**config.mk**
```make
export PLATFORM = sky130hd
export DESIGN_NAME = pc_sequencer_flat
export DESIGN_NICKNAME = d
export VERILOG_FILES = /design/src/rtl/pc_sequencer_if.sv /design/src/rtl/pc_sequencer.sv /design/src/flat_wrapper.sv
export SDC_FILE = /design/constraint.sdc
export NUM_CORES = 1
export LEC_CHECK = 0
export CORE_MARGIN = 3
export CORE_UTILIZATION = 43
export CTS_CLUSTER_DIAMETER = 30
export DETAILED_ROUTE_END_ITERATION = 10
export PLACE_DENSITY = 0.91
export REMOVE_ABC_BUFFERS = 1
export SLEW_MARGIN = 30
export SYNTH_ARGS = -nofsm -noshare
export SYNTH_HDL_FRONTEND = slang
export SYNTH_SLANG_ARGS = --single-unit
```
**constraint.sdc**
```tcl
create_clock -name i_clk -period 3.26 [get_ports i_clk]
set_clock_uncertainty 0.15 [all_clocks]
set_input_delay 0.326 -clock i_clk [delete_from_list [all_inputs] [get_ports i_clk]]
set_output_delay 0.326 -clock i_clk [all_outputs]
set_load 0.01 [all_outputs]
```
**src/rtl/pc_sequencer_if.sv**
```systemverilog
// Fetch-side bundle between the next-PC sequencer and the core (PC register,
// hazard unit, branch/jump resolution). The sequencer sits on the slave modport.
interface pc_sequencer_if #(
  parameter int CNT_W = 16
);
  logic [31:0]      pcOut;
  logic             i_stall;
  logic             i_br_taken;
  logic [31:0]      i_br_target;
  logic             i_jr;
  logic [31:0]      i_jr_target;
  logic             i_jump;
  logic [31:0]      i_jump_target;
  logic [31:0]      pcIn;
  logic             o_flush;
  logic [CNT_W-1:0] o_redirect_cnt;
  logic             o_misalign;

  modport master (
    output pcOut, i_stall, i_br_taken, i_br_target, i_jr, i_jr_target,
           i_jump, i_jump_target,
    input  pcIn, o_flush, o_redirect_cnt, o_misalign
  );

  modport slave (
    input  pcOut, i_stall, i_br_taken, i_br_target, i_jr, i_jr_target,
           i_jump, i_jump_target,
    output pcIn, o_flush, o_redirect_cnt, o_misalign
  );
endinterface

```
**src/rtl/pc_sequencer.sv**
```systemverilog
// Next-PC source for fetch: sequential, stall hold, and prioritised redirects,
// with one pending-redirect slot while stalled. PC_MISALIGN_TRAP_EN adds the trap.
module pc_sequencer #(
  parameter logic [31:0] RESET_VECTOR = 32'h0000_0000,
  parameter logic [31:0] TRAP_VECTOR  = 32'h0000_0080,
  parameter int          CNT_W        = 16
) (
  input  logic          i_clk,
  input  logic          i_rst_n,
  pc_sequencer_if.slave bus
);

  typedef enum logic [1:0] {
    ST_BOOT = 2'd0,
    ST_RUN  = 2'd1,
    ST_HELD = 2'd2
  } state_e;

  state_e           state_q, state_d;
  logic [31:0]      pend_q, pend_d;
  logic [CNT_W-1:0] cnt_q, cnt_d;

  logic             new_vld;
  logic [31:0]      new_tgt;
  logic [31:0]      cand;
  logic             apply;
  logic [31:0]      app_tgt;
  logic [31:0]      pc_seq;

  // Branch resolves later in the pipe than jr/j, so it wins.
  always_comb begin
    new_vld = bus.i_br_taken | bus.i_jr | bus.i_jump;
    new_tgt = bus.i_jump_target;
    if (bus.i_jr)       new_tgt = bus.i_jr_target;
    if (bus.i_br_taken) new_tgt = bus.i_br_target;
  end

  // A fresh redirect always replaces whatever is pending.
  assign cand  = new_vld ? new_tgt : pend_q;
  assign apply = i_rst_n && !bus.i_stall &&
                 ((state_q == ST_RUN && new_vld) || state_q == ST_HELD);
  assign pc_seq = bus.pcOut + 32'd4;

`ifdef PC_MISALIGN_TRAP_EN
  logic app_mis;
  logic mis_q, mis_d;

  assign app_mis = apply && (cand[1:0] != 2'b00);
  assign app_tgt = app_mis ? TRAP_VECTOR : cand;
  assign mis_d   = app_mis;

  always_ff @(posedge i_clk) begin
    if (!i_rst_n) mis_q <= 1'b0;
    else          mis_q <= mis_d;
  end

  assign bus.o_misalign = mis_q;
`else
  logic unused_trap;

  assign app_tgt        = {cand[31:2], 2'b00};
  assign unused_trap    = ^{TRAP_VECTOR, cand[1:0]};
  assign bus.o_misalign = 1'b0;
`endif

  always_ff @(posedge i_clk) begin
    if (!i_rst_n) begin
      state_q <= ST_BOOT;
      pend_q  <= '0;
      cnt_q   <= '0;
    end else begin
      state_q <= state_d;
      pend_q  <= pend_d;
      cnt_q   <= cnt_d;
    end
  end

  always_comb begin
    state_d = state_q;
    pend_d  = pend_q;
    unique case (state_q)
      ST_BOOT: state_d = ST_RUN;
      ST_RUN: begin
        if (new_vld && bus.i_stall) begin
          state_d = ST_HELD;
          pend_d  = new_tgt;
        end
      end
      ST_HELD: begin
        if (new_vld)      pend_d  = new_tgt;
        if (!bus.i_stall) state_d = ST_RUN;
      end
      default: state_d = ST_BOOT;
    endcase
  end

  always_comb begin
    cnt_d = cnt_q;
    if (apply && (cnt_q != {CNT_W{1'b1}})) cnt_d = cnt_q + CNT_W'(1);
  end

  // Reset overrides state so the vector is driven during reset itself.
  always_comb begin
    bus.pcIn    = pc_seq;
    bus.o_flush = 1'b0;
    if (!i_rst_n || state_q == ST_BOOT) begin
      bus.pcIn = RESET_VECTOR;
    end else if (apply) begin
      bus.pcIn    = app_tgt;
      bus.o_flush = 1'b1;
    end else if (bus.i_stall) begin
      bus.pcIn = bus.pcOut;
    end
  end

  assign bus.o_redirect_cnt = cnt_q;

endmodule

```
**src/flat_wrapper.sv**
```systemverilog
// flat-port wrapper written by rule: the top's interface ports become plain ports
module pc_sequencer_flat 
#(
  parameter logic [31:0] RESET_VECTOR = 32'h0000_0000,
  parameter logic [31:0] TRAP_VECTOR  = 32'h0000_0080,
  parameter int          CNT_W        = 16
)
  (i_clk, i_rst_n, bus_pcOut, bus_i_stall, bus_i_br_taken, bus_i_br_target, bus_i_jr, bus_i_jr_target, bus_i_jump, bus_i_jump_target, bus_pcIn, bus_o_flush, bus_o_redirect_cnt, bus_o_misalign);
  pc_sequencer_if #(.CNT_W(CNT_W)) bus_i ();
  input  logic i_clk;
  input  logic i_rst_n;
  input wire logic [$bits(bus_i.pcOut)-1:0] bus_pcOut;
  input wire logic [$bits(bus_i.i_stall)-1:0] bus_i_stall;
  input wire logic [$bits(bus_i.i_br_taken)-1:0] bus_i_br_taken;
  input wire logic [$bits(bus_i.i_br_target)-1:0] bus_i_br_target;
  input wire logic [$bits(bus_i.i_jr)-1:0] bus_i_jr;
  input wire logic [$bits(bus_i.i_jr_target)-1:0] bus_i_jr_target;
  input wire logic [$bits(bus_i.i_jump)-1:0] bus_i_jump;
  input wire logic [$bits(bus_i.i_jump_target)-1:0] bus_i_jump_target;
  output wire logic [$bits(bus_i.pcIn)-1:0] bus_pcIn;
  output wire logic [$bits(bus_i.o_flush)-1:0] bus_o_flush;
  output wire logic [$bits(bus_i.o_redirect_cnt)-1:0] bus_o_redirect_cnt;
  output wire logic [$bits(bus_i.o_misalign)-1:0] bus_o_misalign;
  assign bus_i.pcOut = bus_pcOut;
  assign bus_i.i_stall = bus_i_stall;
  assign bus_i.i_br_taken = bus_i_br_taken;
  assign bus_i.i_br_target = bus_i_br_target;
  assign bus_i.i_jr = bus_i_jr;
  assign bus_i.i_jr_target = bus_i_jr_target;
  assign bus_i.i_jump = bus_i_jump;
  assign bus_i.i_jump_target = bus_i_jump_target;
  assign bus_pcIn = bus_i.pcIn;
  assign bus_o_flush = bus_i.o_flush;
  assign bus_o_redirect_cnt = bus_i.o_redirect_cnt;
  assign bus_o_misalign = bus_i.o_misalign;
  pc_sequencer #(.RESET_VECTOR(RESET_VECTOR), .TRAP_VECTOR(TRAP_VECTOR), .CNT_W(CNT_W)) u_core (.i_clk(i_clk), .i_rst_n(i_rst_n), .bus(bus_i));
endmodule
```
Yosys cells after proc, flatten, opt, wreduce, memory -nomap -nowiden
Cells that the tools add are included.
{ "totals": {"ff_bits": 48, "inputBits": 134} }
{ "classes": {"eq_ne": 5, "n_reduce_logical": 13, "bitwise": 2, "muxes": 13, "add_sub_neg": 2} }
{ "op_table": {"columns": ["cell", "n"], "rows": [
  ["$mux W32", 7],
  ["$pmux W32 S2", 1],
  ["$add A32 B3 Y32 const B", 1],
  ["$add A16 B1 Y16 const B", 1],
  ["$ne A16 B16 Y1 const B", 1],
  ["$pmux W2 S3", 1],
  ["$logic_and A1 B1 Y1", 5],
  ["$mux W2", 2],
  ["$ne A2 B2 Y1 const B", 2],
  ["$reduce_and A2 Y1", 2],
  ["$eq A2 B1 Y1 const B", 1],
  ["$eq A2 B2 Y1 const B", 1],
  ["$logic_not A1 Y1", 2],
  ["$logic_not A2 Y1", 1],
  ["$logic_or A1 B1 Y1", 2],
  ["$mux W1", 2],
  ["$or A1 B1 Y1", 2],
  ["$reduce_bool A2 Y1", 1]
]} }

Longest topological paths before layout
Gate-level depths: netlist (run 1).
{ "logic_depth": {"ltp_word": 7, "mapped_depth": 10, "ltp_nobuf": 6} }

Worst setup path after synthesis (run 1)
Ideal clock, no wire load.
{ "synth_timing": {"kind": "in2out", "startpoint": "input bus_i_jr", "endpoint": "output bus_pcIn[30]", "stages": 9, "arrival_ns": 2.065, "required_time_ns": 2.784, "slack_ns": 0.719, "cell_sequence": "buf_6 > or3_1 > buf_6 > a21o_4 > nand2b_2 > buf_6 > inv_2 > or4_1 > and3_1"} }
{ "synth_between": {"elab_chain_cells": 7, "word_cells_on_any_way": 10} }
{ "synth_rtl": {"columns": ["element", "line_no", "text"], "rows": [
  ["from (decl)", "flat_wrapper.sv:16", "input wire logic [$bits(bus_i.i_jr)-1:0] bus_i_jr;"],
  ["$or A1 B1 Y1 (2 in series)", "pc_sequencer.sv:32", "new_vld = bus.i_br_taken | bus.i_jr | bus.i_jump;"],
  ["$logic_and A1 B1 Y1", "pc_sequencer.sv:41", "((state_q == ST_RUN && new_vld) || state_q == ST_HELD);"],
  ["$logic_or A1 B1 Y1", "pc_sequencer.sv:41", null],
  ["$logic_and A1 B1 Y1", "pc_sequencer.sv:40", "assign apply = i_rst_n && !bus.i_stall &&"],
  ["$mux W32 *", "pc_sequencer.sv:108", "end else if (apply) begin"],
  ["$mux W32 *", "pc_sequencer.sv:106", "if (!i_rst_n || state_q == ST_BOOT) begin"],
  ["to (decl)", "flat_wrapper.sv:20", "output wire logic [$bits(bus_i.pcIn)-1:0] bus_pcIn;"]
]} }
Every way passes the cells marked *; elsewhere a longest branch is shown, timed or not. The select of a mux whose other input is x is not followed.

Worst setup path after layout (run 1)
{ "layout_timing": {"startpoint": "input bus_i_jump", "endpoint": "output bus_pcIn[4]"} }
{ "layout_between": {"elab_chain_cells": 6, "word_cells_on_any_way": 7} }
{ "layout_rtl": {"columns": ["element", "line_no", "text"], "rows": [
  ["from (decl)", "flat_wrapper.sv:18", "input wire logic [$bits(bus_i.i_jump)-1:0] bus_i_jump;"],
  ["$or A1 B1 Y1 *", "pc_sequencer.sv:32", null],
  ["$logic_and A1 B1 Y1", "pc_sequencer.sv:41", null],
  ["$logic_or A1 B1 Y1", "pc_sequencer.sv:41", null],
  ["$logic_and A1 B1 Y1", "pc_sequencer.sv:40", null],
  ["$mux W32 *", "pc_sequencer.sv:108", null],
  ["$mux W32 *", "pc_sequencer.sv:106", null]
]} }
Marks and branches as above.

==> results of run 1 <==
## layout make-up
class | count | area, sq um | share of cell area [%]
Clock buffer | 6 | 82.6 | 1.31
Clock inverter | 2 | 13.8 | 0.218
Inverter | 15 | 56.3 | 0.892
Multi-Input combinational cell | 460 | 2870 | 45.4
Sequential cell | 48 | 961 | 15.2
Tap cell | 108 | 135 | 2.14
Timing Repair Buffer | 230 | 2200 | 34.8
## metal layers
| metal | global-route usage (%) | up-vias | routed length [um] |
|---|---|---|---|
| met5 | 0 | - | 0 |
| met1 | 31.6 | 2294 | 5900 |
| met3 | 5.48 | 47 | 1370 |
| met4 | 9.69 | 0 | 466 |
| met2 | 49.2 | 263 | 7420 |
| li1 | - | 2416 | - |
## metrics by stage
step                total power [W]  hold WS (ns)  util, %  setup TNS [ns]  std cells
floorplan                  0.000860         0.284        -           -3.62        523
global placement            0.00120         0.290     69.2          -0.500        858
detailed placement          0.00122         0.299     69.2          -0.502        858
CTS                         0.00160         0.312     70.5               0        869
global route                0.00168         0.330     71.0               0        869
finish                      0.00161         0.312     71.0               0        869
## power groups by stage
stage | clock [W] | sequential [W] | combinational (W)
6_report | 0.000396 | 0.000630 | 0.000584
2_1_floorplan | 0 | 0.000638 | 0.000223
5_1_grt | 0.000424 | 0.000633 | 0.000625
3_5_place_dp | 0 | 0.000641 | 0.000580
4_1_cts | 0.000398 | 0.000628 | 0.000578
3_3_place_gp | 0 | 0.000639 | 0.000561
## sequential cells by signal (all words and copies together), names as in the netlist
register,cells
u_core.pend_q,30
u_core.bus.o_redirect_cnt,16
u_core.state_q,2
## logic make-up (layout without fill, tap and decap cells)
logic type | count (synthesis) | in the layout | share of synthesized area [%]
buffers and inverters | 56 | 253 | 6.05
other | 1 | 1 | 0.0935
XOR/XNOR | 26 | 26 | 5.68
flip-flops | 48 | 48 | 23.9
AND/OR/NAND/NOR | 245 | 245 | 29.5
multiplexers | 45 | 45 | 11.5
AO/OA/AOI/OAI | 141 | 141 | 22.6
adder cells (fa/ha/maj) | 2 | 2 | 0.624
## tightest hold or removal path: stages (launching register included)
cell     delay, ns
dfxtp_1       0.32
nand2_1       0.05
a21oi_1       0.05
## worst max path at each step
stage / from / to / slack, ns / cells past startpoint
after floorplan: bus_i_br_taken / bus_pcIn[3] / -0.23 / 3
after global placement: bus_pcOut[6] / bus_pcIn[23] / -0.14 / 8
after detailed placement: bus_pcOut[7] / bus_pcIn[25] / -0.15 / 8
after CTS: bus_pcOut[3] / bus_pcIn[14] / 0.03 / 10
after global routing: bus_pcOut[6] / bus_pcIn[25] / 0.005 / 8
final: bus_i_jump / bus_pcIn[4] / 0.07 / 8
## synthesized netlist by cell type, types with 3 or more instances
library cell  instances
a211oi_1             21
a21o_1                3
a21oi_1              44
a221oi_1              4
a311oi_1              8
a31oi_1               3
and2_1                6
and3_1               10
and4_1                4
buf_2                 5
buf_6                 3
clkbuf_1             31
dfxtp_1              48
inv_1                14
mux2_2                9
mux2i_1              36
nand2_1             121
nand2b_1              3
nand3_1              15
nand4_1              10
nor2_1               37
nor2b_1               4
nor3_1               12
nor4_1                5
nor4_2                4
o211ai_1              3
o21a_1                9
o21ai_0              29
o21bai_1              3
o31ai_1               3
or4_1                 3
xnor2_1              20
xor2_1                6
## repair_timing
action	4_1_cts	5_1_grt
pin swaps	0	0
gates resized for setup	14	11
endpoints found under the hold margin	0	0
setup buffers	3	0
gates cloned	0	0
setup endpoints to repair	10	12
==> flow_metrics.tcl, run 1 <==
set metrics [dict create \
    fmax_mhz 314 \
    drt_first_pass_iters 5 \
    area_growth_pct 57.3 \
    die_width_um 103 \
    cp_top_family "buffers and inverters" \
    grt-ovfl-total 0 \
    cts.sinks 48 \
    rr_worst_depth 6 \
    grt_max_degree 41 \
    syn_avg_cell_area_sq_um 7.11 \
    r2r_end "u_core.bus.o_redirect_cnt[8]" \
    h-tree-depth 2 \
    dp_slack_ns -0.153 \
    critPathArrivalTime_ns 2.71 \
    async_flop_share_pct 0 \
    diodes 0 \
    grt_use_total_pct 27.2 \
    rows 34 \
    io_buffers 176 \
    finalHoldViolCount 0 \
    fin_nets 896 \
    cts-hold-fix-buffers 0 \
    grt_pass1_wl_um 23000 \
    setup_ws_ns 0.0707 \
    drt_iter0_markers 342 \
    cts_buffers 5 \
    synth_edf_count 0 \
    ys_seq_elements 48 \
    slew_headroom_pct 46.5 \
    hold-path-cell-count 2 \
    crit_path_end_kind "primary output" \
    nFillCells 674 \
    clock_power_share_pct 24.6 \
    io_pins 184 \
    layout_commonest_cell "clkdlybuf4s50_1" \
    dp_hpwl_um 11400 \
    antenna_found_initial 0 \
    startpoint_type "input port" \
    slowest_stage "clkdlybuf4s50_1" \
    synthDistinctLibCells 55 \
    tightestPinTransition_ns 0.799 \
    clockRootBuffer "clkbuf_8" \
    ys_top_cells_by_area "dfxtp_1 (24%), nand2_1 (11%), mux2i_1 (9.0%)" \
    p_sw_w 0.000512 \
    layout-drive-gt1-share_pct 12.1 \
    synth_top_area_share_pct 23.9 \
    setup_violations 0 \
    drtAntennaViolNets 0 \
    required_ns 2.78 \
    netlist_instances 564 \
    period_minus_slack_ns 3.19 \
    dieArea_sq_mm 0.0105 \
    internal_power_w 0.00110 \
    fp.dieH_um 103 \
    start_util_pct 45.1 \
    critPathBufInv 3 \
    clk_latency_ns 0.31 \
    core_area_sq_mm 0.00889 \
    peakVddDrop_mv 0.164 \
    grt_pass1_vias 4842 \
    worstSetupPathType "in2out" \
    sequentialPowerShare_pct 39.1 \
    power_frac_comb_pct 36.3 \
    cp_cell_sequence "clkdlybuf4s50_1 -> or3_1 -> a21o_4 -> nand2b_2 -> buf_6 -> a31oi_1 -> a21oi_1 -> clkdlybuf4s50_1" \
    fin_area_sq_mm 0.00631 \
    globalplace.congestion 0.874 \
    hp-start "u_core.pend_q[14]" \
    status "completed" \
    critPathMaxFanout 18 \
    swShare_pct 31.8 \
    r2r_start "u_core.state_q[0]" \
    slew_viol_final 0 \
    layout_common_cells "clkdlybuf4s50_1 (154), nand2_1 (121), buf_4 (50), dfxtp_1 (48), a21oi_1 (44)" \
    yosysTopAreaCell "dfxtp_1" \
    leakage_nw 2.55 \
    syn_area_sq_mm 0.00401 \
    avgViaCountPerCell 5.78 \
    max_cap_viol_count 0 \
    place_area_sq_mm 0.00616 \
    max_stage_delay_ns 0.60 \
    synth_ff_type "dfxtp_1" \
    cellPowerDensity_mw_per_mm2 255 \
    tritoncts "built" \
    routed_wl_um 15200 \
    yosysSeqAreaShare_pct 23.9 \
    reg2reg_slack_ns 0.99 \
    clockBufferDepth 2 \
    drcViolationCount 0 \
    yosys_warnings 0 \
    grt_setup_unrepaired "no" \
    wl_per_cell_um 17.4 \
    min_to "u_core.pend_q[14]" \
    path_clk_slew_ns 0.09 \
    cp_common_cell "clkdlybuf4s50_1" \
    post-route-period-util_pct 97.8 \
    num_vias 5020 \
    hold_class "reg2reg" \
]
No activity file was read; power rests on OpenSTA's default activity.
==> run 2: changes to the inputs <==
--- a/config.mk
+++ b/config.mk
@@ -9,9 +9,10 @@
 export CORE_UTILIZATION = 43
 export CTS_CLUSTER_DIAMETER = 30
 export DETAILED_ROUTE_END_ITERATION = 10
-export PLACE_DENSITY = 0.91
+export PLACE_DENSITY = 0.83
 export REMOVE_ABC_BUFFERS = 1
 export SLEW_MARGIN = 30
 export SYNTH_ARGS = -nofsm -noshare
 export SYNTH_HDL_FRONTEND = slang
 export SYNTH_SLANG_ARGS = --single-unit
+export TNS_END_PERCENT = 30
==> run 2 against run 1 <==
Compared with the run above: final area rose by 0.26%; sequential power barely moved; setup slack got worse by 0.022 ns; critical path depth fell by 1; core utilization rose by 0.18 points; global-route usage rose by 0.60 points; critical endpoint is now bus_pcIn[3]; largest cell class unchanged; largest power group unchanged; highest routed layer unchanged.
==> flow_metrics.tcl, run 2 (same netlist as run 1, synthesis figures left out) <==
set metrics [dict create \
    status "completed" \
    setup_violations 0 \
    fp.dieH_um 103 \
    finalHoldViolCount 0 \
    leakage_nw 2.58 \
    clockBufferDepth 2 \
    final_cells 868 \
    post_cts_buffers 0 \
    core_area_sq_mm 0.00889 \
    setup_ws_ns 0.0487 \
    post-route-period-util_pct 98.5 \
    dieArea_sq_mm 0.0105 \
    die_width_um 103 \
    dp_hpwl_um 11700 \
    top_register "u_core.pend_q" \
    startpoint_type "input port" \
    tritoncts "built" \
    dp_slack_ns -0.124 \
    io_buffers 176 \
    layout_common_cells "clkdlybuf4s50_1 (157), nand2_1 (121), buf_4 (51), dfxtp_1 (48), a21oi_1 (44)" \
    path_clk_slew_ns 0.09 \
    layout_commonest_cell "clkdlybuf4s50_1" \
    max_stage_delay_ns 0.65 \
    peakVddDrop_mv 0.236 \
    slew_headroom_pct 49.6 \
    drtAntennaViolNets 0 \
    max_cap_viol_count 0 \
    finalPower_w 0.00172 \
    grt_use_total_pct 27.8 \
    drt_first_pass_iters 5 \
    critPathMaxFanout 3 \
    h-tree-depth 2 \
    layout-drive-gt1-share_pct 11.8 \
    nFillCells 717 \
    crit_path_end_kind "primary output" \
    hold_class "reg2reg" \
    grt-ovfl-total 0 \
    fin_setup_tns_ns 0 \
    area_growth_pct 57.7 \
    required_ns 2.78 \
    tightestPinTransition_ns 0.756 \
    grt_pass1_wl_um 23300 \
    period_minus_slack_ns 3.21 \
    grt_pass1_vias 4858 \
    register_area_sq_um 961 \
    cp_common_cell "clkdlybuf4s50_1" \
    multiInputGateArea_sq_mm 0.00284 \
    cellPowerDensity_mw_per_mm2 272 \
    cp_cell_sequence "clkdlybuf4s50_1 -> or3_1 -> buf_4 -> a21oi_1 -> a2111oi_0 -> o41ai_1 -> clkdlybuf4s50_1" \
    antenna_found_initial 0 \
    critPathArrivalTime_ns 2.74 \
    fin_nets 896 \
    placedCellCount 861 \
    final_util_pct 71.2 \
    grt_setup_unrepaired "no" \
    avgViaCountPerCell 5.69 \
    globalplace.congestion 0.843 \
    clk_latency_ns 0.31 \
    routed_wl_um 15200 \
    worstSetupPathType "in2out" \
    cts_buffers 5 \
    cts-hold-fix-buffers 0 \
    grt_max_degree 57 \
    num_vias 4940 \
    io_pins 184 \
    start_util_pct 45.1 \
    slowest_stage "clkdlybuf4s50_1" \
    wl_per_cell_um 17.5 \
    largest_reg_flops 30 \
    drt_iter0_markers 302 \
    cts.sinks 48 \
    clockRootBuffer "clkbuf_8" \
    drcViolationCount 0 \
    fmax_mhz 311 \
    diodes 0 \
    rows 34 \
    slew_viol_final 0 \
]
==> run 2: changes by cell type in the layout (fill, tap and decap cells not counted), moves of 2 or more <==
cell / before / now
bufinv_16: 0 / 2
o21ai_2: 0 / 2
dlymetal6s2s_1: 7 / 10
dlygate4sd2_1: 13 / 7
clkdlybuf4s50_1: 154 / 157
o21ai_4: 2 / 0
==> run 2: per-stage QoR <==
stage | instance area [sq um] | hold WS [ns]
3_3_place_gp | 6170 | 0.290
2_1_floorplan | 3830 | 0.284
5_1_grt | 6330 | 0.326
3_5_place_dp | 6170 | 0.299
6_report | 6330 | 0.312
4_1_cts | 6300 | 0.313
==> run 2: worst max-delay path: cells and delay by family <==
kind | cells | cell delay, ns
compound gates | 3 | 0.76
buf+inv | 3 | 1.25
simple gates | 1 | 0.40
==> run 2: routing by layer <==
layer | up-vias | GRT usage (%) | share of wire [%]
met2 | 227 | 50.0 | 49
met1 | 2265 | 32.3 | 40
met3 | 37 | 6.43 | 9.2
li1 | 2411 | - | -
met5 | - | 0 | 0
met4 | 0 | 9.28 | 2.6
==> run 2: final timing paths <==
path | cells past startpoint | endpoint | startpoint | slack (ns)
setup / recovery | 7 | bus_pcIn[3] | bus_i_jump | 0.05
setup reg to reg | 5 | u_core.bus.o_redirect_cnt[6] | u_core.bus.o_redirect_cnt[2] | 1.04
hold / removal | 2 | u_core.pend_q[4] | u_core.pend_q[4] | 0.31
hold reg to reg | 2 | u_core.pend_q[4] | u_core.pend_q[4] | 0.31
==> run 2: cell type report <==
type                    instances  share of cell area [%]
clock inverters                 2                   0.949
clock buffers                   5                    1.09
flip-flops and latches         48                    15.2
inverters                      15                   0.890
well taps                     108                    2.13
repair buffers                230                    34.9
multi-input cells             460                    44.8
==> run 2: report_power, final <==
part           switching [W]  internal [W]
combinational       0.000271      0.000317
sequential         0.0000166      0.000612
clock               0.000206      0.000302
total               0.000493       0.00123
==> run 2: what timing repair did <==
item                                    in CTS  in global routing
endpoints found under the hold margin        0                  0
endpoints found under the setup margin       7                 15
resized for setup                            8                 12
pin swaps                                    0                  1
==> run 3: changes to the inputs <==
--- a/config.mk
+++ b/config.mk
@@ -11,7 +11,6 @@
 export DETAILED_ROUTE_END_ITERATION = 10
 export PLACE_DENSITY = 0.83
 export REMOVE_ABC_BUFFERS = 1
-export SLEW_MARGIN = 30
 export SYNTH_ARGS = -nofsm -noshare
 export SYNTH_HDL_FRONTEND = slang
 export SYNTH_SLANG_ARGS = --single-unit
==> results of run 3 <==
Same layout as run 2: the final DEF is identical, and so are final timing and power.
